===== config.mk =====
export PLATFORM = sky130hd
export DESIGN_NAME = dmem_arbiter_flat
export DESIGN_NICKNAME = d
export VERILOG_FILES = /design/src/rtl/dmem_pkg.sv /design/src/rtl/dmem_arbiter_if.sv /design/src/rtl/dmem_arbiter_rr_arb2.sv /design/src/rtl/dmem_arbiter.sv /design/src/flat_wrapper.sv
export SDC_FILE = /design/constraint.sdc
export NUM_CORES = 1
export LEC_CHECK = 0
export ABC_AREA = 1
export CAP_MARGIN = 10
export CORE_MARGIN = 2
export CORE_UTILIZATION = 41
export CTS_CLUSTER_DIAMETER = 100
export CTS_CLUSTER_SIZE = 40
export DETAILED_ROUTE_END_ITERATION = 16
export PLACE_DENSITY = 0.87
export SKIP_LAST_GASP = 1
export SLEW_MARGIN = 20
export SYNTH_ARGS = -nofsm -noshare
export SYNTH_HDL_FRONTEND = slang
export SYNTH_SLANG_ARGS = --single-unit

===== constraint.sdc =====
create_clock -name clk -period 3.44 [get_ports clk]
set_input_delay 0.688 -clock clk [delete_from_list [all_inputs] [get_ports clk]]
set_output_delay 0.688 -clock clk [all_outputs]
set_load 0.02 [all_outputs]

===== src/rtl/dmem_pkg.sv =====
// Shared definitions for the data-memory arbiter: FSM encoding, port indices
// and default bus widths.
package dmem_pkg;

    localparam int DEF_ADDR_W = 7;
    localparam int DEF_DATA_W = 16;

    localparam logic PORT_CPU = 1'b0;
    localparam logic PORT_DBG = 1'b1;

    typedef enum logic {
        ST_IDLE    = 1'b0,
        ST_RD_WAIT = 1'b1
    } state_e;

endpackage


===== src/rtl/dmem_arbiter_if.sv =====
// Requester, response, memory-side and debug signals of the data-memory
// arbiter. The slave modport is the arbiter's view; master is the environment's.
interface dmem_arbiter_if
    import dmem_pkg::*;
#(
    parameter int ADDR_W = DEF_ADDR_W,
    parameter int DATA_W = DEF_DATA_W
);
    // Handshake: a request is accepted in the cycle where reqN_valid && reqN_ready;
    // the requester holds valid/we/addr/wdata stable until then. rspN_rvalid is a
    // single-cycle pulse and rspN_rdata is meaningful only while it is high.
    logic              req0_valid;
    logic              req0_we;
    logic [ADDR_W-1:0] req0_addr;
    logic [DATA_W-1:0] req0_wdata;
    logic              req0_ready;
    logic              req1_valid;
    logic              req1_we;
    logic [ADDR_W-1:0] req1_addr;
    logic [DATA_W-1:0] req1_wdata;
    logic              req1_ready;

    logic              rsp0_rvalid;
    logic [DATA_W-1:0] rsp0_rdata;
    logic              rsp1_rvalid;
    logic [DATA_W-1:0] rsp1_rdata;

    logic              mem_we;
    logic [ADDR_W-1:0] mem_w_addr;
    logic [ADDR_W-1:0] mem_r_addr;
    logic [DATA_W-1:0] mem_data_in;
    logic [DATA_W-1:0] mem_data_out;

    state_e            dbg_state;
    logic              dbg_last_gnt;

    modport slave (
        input  req0_valid, req0_we, req0_addr, req0_wdata,
        input  req1_valid, req1_we, req1_addr, req1_wdata,
        output req0_ready, req1_ready,
        output rsp0_rvalid, rsp0_rdata, rsp1_rvalid, rsp1_rdata,
        output mem_we, mem_w_addr, mem_r_addr, mem_data_in,
        input  mem_data_out,
        output dbg_state, dbg_last_gnt
    );

    modport master (
        output req0_valid, req0_we, req0_addr, req0_wdata,
        output req1_valid, req1_we, req1_addr, req1_wdata,
        input  req0_ready, req1_ready,
        input  rsp0_rvalid, rsp0_rdata, rsp1_rvalid, rsp1_rdata,
        input  mem_we, mem_w_addr, mem_r_addr, mem_data_in,
        output mem_data_out,
        input  dbg_state, dbg_last_gnt
    );

endinterface


===== src/rtl/dmem_arbiter_rr_arb2.sv =====
// Two-way round-robin pick. On contention the port that did not win the most
// recent accepted request is granted; last_gnt resets to 1 so port 0 wins first.
module rr_arb2 (
    input  logic       clk,
    input  logic       rst,
    input  logic       en,
    input  logic [1:0] valid,
    output logic [1:0] gnt,
    output logic       winner,
    output logic       last_gnt
);

    logic last_gnt_q;
    logic last_gnt_d;

    always_comb begin
        winner = 1'b0;
        if (valid == 2'b11) begin
            winner = ~last_gnt_q;
        end else if (valid[1]) begin
            winner = 1'b1;
        end

        gnt = 2'b00;
        if (en && (valid != 2'b00)) begin
            gnt = winner ? 2'b10 : 2'b01;
        end

        last_gnt_d = (gnt != 2'b00) ? winner : last_gnt_q;
    end

    always_ff @(posedge clk) begin
        if (rst) begin
            last_gnt_q <= 1'b1;
        end else begin
            last_gnt_q <= last_gnt_d;
        end
    end

    assign last_gnt = last_gnt_q;

endmodule


===== src/rtl/dmem_arbiter.sv =====
// Shares the single-ported data memory between the CPU (port 0) and a debug
// loader (port 1), absorbing the memory's one-cycle registered read latency.
module dmem_arbiter
    import dmem_pkg::*;
#(
    parameter int ADDR_W = DEF_ADDR_W,
    parameter int DATA_W = DEF_DATA_W
) (
    input  logic           clk,
    input  logic           rst,
    dmem_arbiter_if.slave  bus
);

    state_e            state_q, state_d;
    logic              rd_owner_q, rd_owner_d;
    logic [ADDR_W-1:0] w_addr_q, w_addr_d;
    logic [ADDR_W-1:0] r_addr_q, r_addr_d;
    logic [DATA_W-1:0] wdata_q, wdata_d;

    logic [1:0]        gnt;
    logic              winner;
    logic              last_gnt;
    logic              accept;
    logic              sel_we;
    logic [ADDR_W-1:0] sel_addr;
    logic [DATA_W-1:0] sel_wdata;
    logic              rd_done;

    rr_arb2 u_rr_arb2 (
        .clk      (clk),
        .rst      (rst),
        .en       (state_q == ST_IDLE),
        .valid    ({bus.req1_valid, bus.req0_valid}),
        .gnt      (gnt),
        .winner   (winner),
        .last_gnt (last_gnt)
    );

    always_comb begin
        accept    = (gnt != 2'b00);
        sel_we    = (winner == PORT_DBG) ? bus.req1_we    : bus.req0_we;
        sel_addr  = (winner == PORT_DBG) ? bus.req1_addr  : bus.req0_addr;
        sel_wdata = (winner == PORT_DBG) ? bus.req1_wdata : bus.req0_wdata;

        state_d    = state_q;
        rd_owner_d = rd_owner_q;
        w_addr_d   = w_addr_q;
        r_addr_d   = r_addr_q;
        wdata_d    = wdata_q;

        case (state_q)
            ST_IDLE: begin
                if (accept) begin
                    if (sel_we) begin
                        w_addr_d = sel_addr;
                        wdata_d  = sel_wdata;
                    end else begin
                        r_addr_d   = sel_addr;
                        rd_owner_d = winner;
                        state_d    = ST_RD_WAIT;
                    end
                end
            end
            ST_RD_WAIT: state_d = ST_IDLE;
            default:    state_d = ST_IDLE;
        endcase
    end

    always_ff @(posedge clk) begin
        if (rst) begin
            state_q    <= ST_IDLE;
            rd_owner_q <= PORT_CPU;
            w_addr_q   <= '0;
            r_addr_q   <= '0;
            wdata_q    <= '0;
        end else begin
            state_q    <= state_d;
            rd_owner_q <= rd_owner_d;
            w_addr_q   <= w_addr_d;
            r_addr_q   <= r_addr_d;
            wdata_q    <= wdata_d;
        end
    end

    // Memory controls come from the next-value of the hold registers, so an
    // accept shows up this cycle and otherwise the last driven value stays put.
    assign bus.mem_we      = accept && sel_we;
    assign bus.mem_w_addr  = w_addr_d;
    assign bus.mem_r_addr  = r_addr_d;
    assign bus.mem_data_in = wdata_d;

    // A reset landing on the response cycle discards the in-flight read.
    assign rd_done         = (state_q == ST_RD_WAIT) && !rst;
    assign bus.rsp0_rvalid = rd_done && (rd_owner_q == PORT_CPU);
    assign bus.rsp1_rvalid = rd_done && (rd_owner_q == PORT_DBG);
    assign bus.rsp0_rdata  = bus.rsp0_rvalid ? bus.mem_data_out : '0;
    assign bus.rsp1_rdata  = bus.rsp1_rvalid ? bus.mem_data_out : '0;

    assign bus.req0_ready  = gnt[0];
    assign bus.req1_ready  = gnt[1];

    assign bus.dbg_state    = state_q;
    assign bus.dbg_last_gnt = last_gnt;

endmodule

===== src/flat_wrapper.sv =====
// flat-port wrapper written by rule: the top's interface ports become plain ports
module dmem_arbiter_flat import dmem_pkg::*;
#(
    parameter int ADDR_W = DEF_ADDR_W,
    parameter int DATA_W = DEF_DATA_W
)
  (clk, rst, bus_req0_valid, bus_req0_we, bus_req0_addr, bus_req0_wdata, bus_req1_valid, bus_req1_we, bus_req1_addr, bus_req1_wdata, bus_req0_ready, bus_req1_ready, bus_rsp0_rvalid, bus_rsp0_rdata, bus_rsp1_rvalid, bus_rsp1_rdata, bus_mem_we, bus_mem_w_addr, bus_mem_r_addr, bus_mem_data_in, bus_mem_data_out, bus_dbg_state, bus_dbg_last_gnt);
  dmem_arbiter_if #(.ADDR_W(ADDR_W), .DATA_W(DATA_W)) bus_i ();
  input  logic clk;
  input  logic rst;
  input wire logic [$bits(bus_i.req0_valid)-1:0] bus_req0_valid;
  input wire logic [$bits(bus_i.req0_we)-1:0] bus_req0_we;
  input wire logic [$bits(bus_i.req0_addr)-1:0] bus_req0_addr;
  input wire logic [$bits(bus_i.req0_wdata)-1:0] bus_req0_wdata;
  input wire logic [$bits(bus_i.req1_valid)-1:0] bus_req1_valid;
  input wire logic [$bits(bus_i.req1_we)-1:0] bus_req1_we;
  input wire logic [$bits(bus_i.req1_addr)-1:0] bus_req1_addr;
  input wire logic [$bits(bus_i.req1_wdata)-1:0] bus_req1_wdata;
  output wire logic [$bits(bus_i.req0_ready)-1:0] bus_req0_ready;
  output wire logic [$bits(bus_i.req1_ready)-1:0] bus_req1_ready;
  output wire logic [$bits(bus_i.rsp0_rvalid)-1:0] bus_rsp0_rvalid;
  output wire logic [$bits(bus_i.rsp0_rdata)-1:0] bus_rsp0_rdata;
  output wire logic [$bits(bus_i.rsp1_rvalid)-1:0] bus_rsp1_rvalid;
  output wire logic [$bits(bus_i.rsp1_rdata)-1:0] bus_rsp1_rdata;
  output wire logic [$bits(bus_i.mem_we)-1:0] bus_mem_we;
  output wire logic [$bits(bus_i.mem_w_addr)-1:0] bus_mem_w_addr;
  output wire logic [$bits(bus_i.mem_r_addr)-1:0] bus_mem_r_addr;
  output wire logic [$bits(bus_i.mem_data_in)-1:0] bus_mem_data_in;
  input wire logic [$bits(bus_i.mem_data_out)-1:0] bus_mem_data_out;
  output wire logic [$bits(bus_i.dbg_state)-1:0] bus_dbg_state;
  output wire logic [$bits(bus_i.dbg_last_gnt)-1:0] bus_dbg_last_gnt;
  assign bus_i.req0_valid = bus_req0_valid;
  assign bus_i.req0_we = bus_req0_we;
  assign bus_i.req0_addr = bus_req0_addr;
  assign bus_i.req0_wdata = bus_req0_wdata;
  assign bus_i.req1_valid = bus_req1_valid;
  assign bus_i.req1_we = bus_req1_we;
  assign bus_i.req1_addr = bus_req1_addr;
  assign bus_i.req1_wdata = bus_req1_wdata;
  assign bus_req0_ready = bus_i.req0_ready;
  assign bus_req1_ready = bus_i.req1_ready;
  assign bus_rsp0_rvalid = bus_i.rsp0_rvalid;
  assign bus_rsp0_rdata = bus_i.rsp0_rdata;
  assign bus_rsp1_rvalid = bus_i.rsp1_rvalid;
  assign bus_rsp1_rdata = bus_i.rsp1_rdata;
  assign bus_mem_we = bus_i.mem_we;
  assign bus_mem_w_addr = bus_i.mem_w_addr;
  assign bus_mem_r_addr = bus_i.mem_r_addr;
  assign bus_mem_data_in = bus_i.mem_data_in;
  assign bus_i.mem_data_out = bus_mem_data_out;
  assign bus_dbg_state = bus_i.dbg_state;
  assign bus_dbg_last_gnt = bus_i.dbg_last_gnt;
  dmem_arbiter #(.ADDR_W(ADDR_W), .DATA_W(DATA_W)) u_core (.clk(clk), .rst(rst), .bus(bus_i));
endmodule

==> impl_metrics.yaml <==
global_route:
  busiest_layer: "met2"
  use_met2_pct: 45.4
  antenna_found_initial: 0
  met1_usage_pct: 27.3
  grt_pass1_vias: 2728
  grt_use_total_pct: 24.3
  grt_first_pass_wirelength_um: 12200
  use_met3_pct: 6.48
  grt_max_degree: 25
  grt_overflow: 0
timing:
  post-route-min-period_ps: 3310
  skew_ps: 4.27
  worst_pin_slew_ps: 292
  drv_slew: 0
  final_hold_viol_count: 0
  slew_headroom_pct: 80.5
  setup_viol: 0
  rsz0062_at_grt: "true"
  fin_crit_sh_pct: 96.3
  clock.fmax_mhz: 302
clock_tree:
  cts_sinks: 33
  clk_pin_slew_ps: 60
  numCtsBuffers: 5
  cts_buffer_depth: 2
  cts_tree: "done"
  cts_root_buffer: "clkbuf_8"
  worstSkewPairLatency_ps: 280
  htreeDepth: 2
power:
  leakage_nw: 2.20
  powerDensity_mw_per_mm2: 351
  ir_worst_vdd_uv: 239
floorplanning:
  core_mm2: 0.00547
  start_util_pct: 42.0
  die_area_mm2: 0.00622
  rows: 27
  fp.dieW_um: 78.9
  die_h_um: 78.9
  ios: 137
synth:
  syn_nets: 495
  yosysWarnings: 0
  post_synth_inst_count: 427
  seq_area_frac_synth_pct: 28.7
  synth_top_area_share_pct: 28.7
  synthDistinctLibCells: 18
  synth_top_cell_by_area: "dfxtp_1"
  ys_ff_latch: 33
  synthTopCellsByArea: "dfxtp_1, inv_1, nand2_1"
  avgSynthCellArea_um2: 5.39
  synth_area_mm2: 0.00230
route:
  wire_per_inst_um: 11.6
  remaining_drc_errors: 0
  wl_um: 7350
  dr.pass1.iters: 4
  antenna_left: 0
  vias: 2882
  via_per_inst: 4.54
  drt-initial-drc-count: 134
final_layout:
  final_util_pct: 70.6
  diodes: 0
  syn2layout_area_growth_pct: 68.0
  fin_cells: 635
  drive_gt1_share_pct: 5.15
  nFillCells: 485
  nNetsFinal: 631
critical_path:
  cp_slowest_stage_delay_ps: 600
  cp_slowest_cell: "clkdlybuf4s50_1"
  path_cells: "clkdlybuf4s50_1 > nand2_2 > nand3_1 > nand2_1 > nand3_1 > nand2_1 > inv_1 > clkdlybuf4s50_1"
  crit_fanout: 7
  cp_data_arrival_time_ps: 2620
  cp_data_required_time_ps: 2750
  critPathLaunchType: "primary input"
  crit_type: "in2out"
  endpoint_kind: "output pin"
run_status:
  status: "complete, no violations"
place:
  dp.cells: 625
  hpwl_um: 5720
  io_buffers: 136
  place_congestion: 0.837
flow_run:
  cap_viol_max_count: 0
hold_path:
  hp-class: "reg2reg"
## cells in the mapped netlist
cell,n
nand3_4,1
inv_1,129
nand3_1,57
buf_4,3
nand2_1,111
nand3_2,1
nand2_4,1
nor2_2,1
buf_6,2
nor2_4,1
clkbuf_1,6
a21oi_1,2
nor3_2,1
nand2_2,2
buf_2,9
inv_2,2
nor2_1,65
dfxtp_1,33
## worst max-delay path, delay by kind of cell
kind	cells	cell delay, ps
AND/OR/NAND/NOR	5	760
buffers and inverters	3	1180
## sequential cells by signal (all words and copies together), names as in the netlist
signal	flops
u_core.rd_owner_q	1
u_core.u_rr_arb2.last_gnt	1
u_core.wdata_q	16
u_core.r_addr_q	7
u_core.bus.dbg_state	1
u_core.w_addr_q	7
## what timing repair did
item / CTS / global route
buffers inserted: 0 / 2
endpoints found under the setup margin: 0 / 30
hold buffers: 0 / 0
gates resized for setup: 0 / 5
## power by group
| part | switching, W | internal (W) | total, W |
|---|---|---|---|
| registers | 0.0000142 | 0.000425 | 0.000439 |
| logic | 0.000338 | 0.000287 | 0.000626 |
| clock network | 0.000132 | 0.000159 | 0.000291 |
| total | 0.000485 | 0.000871 | 0.00136 |
## cell families (layout without fill, tap and decap cells)
group           count (synthesis)  after routing  synth area share [%]
compound gates                  2              2                 0.435
flops                          33             33                  28.7
buf+inv                       151            286                  26.3
simple gates                  241            242                  44.6
## layer usage
layer  up-vias  routed length (um)  share of wire [%]
met5         -                   0                  0
met4         0                  94                1.3
met3         8                 689                9.4
met2       136                3630                 49
met1      1267                2940                 40
li1       1471                   -                  -
## layout make-up
cell class / count / area [um^2] / area share [%]
well taps: 72 / 90.1 / 2.33
clock buffers: 7 / 86.3 / 2.23
flip-flops and latches: 33 / 661 / 17.1
multi-input cells: 244 / 1060 / 27.6
repair buffers: 148 / 1470 / 38.1
inverters: 131 / 492 / 12.7
## placed cells by master (no fill, tap or decap), drive strengths merged
| cell | synthesis | routed |
|---|---|---|
| dlymetal6s2s | 0 | 1 |
| inv | 131 | 131 |
| buf | 14 | 12 |
| nand2 | 114 | 114 |
| clkdlybuf4s50 | 0 | 135 |
| dfxtp | 33 | 33 |
| nor2 | 67 | 67 |
| clkbuf | 6 | 7 |
| nor3 | 1 | 1 |
| nand3 | 59 | 60 |
| a21oi | 2 | 2 |
## stage by stage
stage	hold WS, ps	worst slack (ps)	total power (W)	setup TNS, ps	cell area [um^2]
after floorplan	466	908	0.000782	0	2300
after global placement	481	50.2	0.00105	0	3710
after detailed placement	494	18.2	0.00106	0	3710
after CTS	504	5.27	0.00135	0	3800
after global routing	514	-22.5	0.00144	-78.1	3860
final	513	127	0.00136	0	3860
## path summary, 6_finish.rpt
| path | from | endpoint | slack (ps) | depth (start not counted) |
|---|---|---|---|---|
| min | u_core.rd_owner_q | u_core.rd_owner_q | 510 | 2 |
| max | bus_req0_valid | bus_mem_r_addr[0] | 130 | 8 |
| min reg2reg | u_core.rd_owner_q | u_core.rd_owner_q | 510 | 2 |
| max reg2reg | u_core.u_rr_arb2.last_gnt | u_core.w_addr_q[5] | 2010 | 7 |
Power figures use the tool's default switching activity.
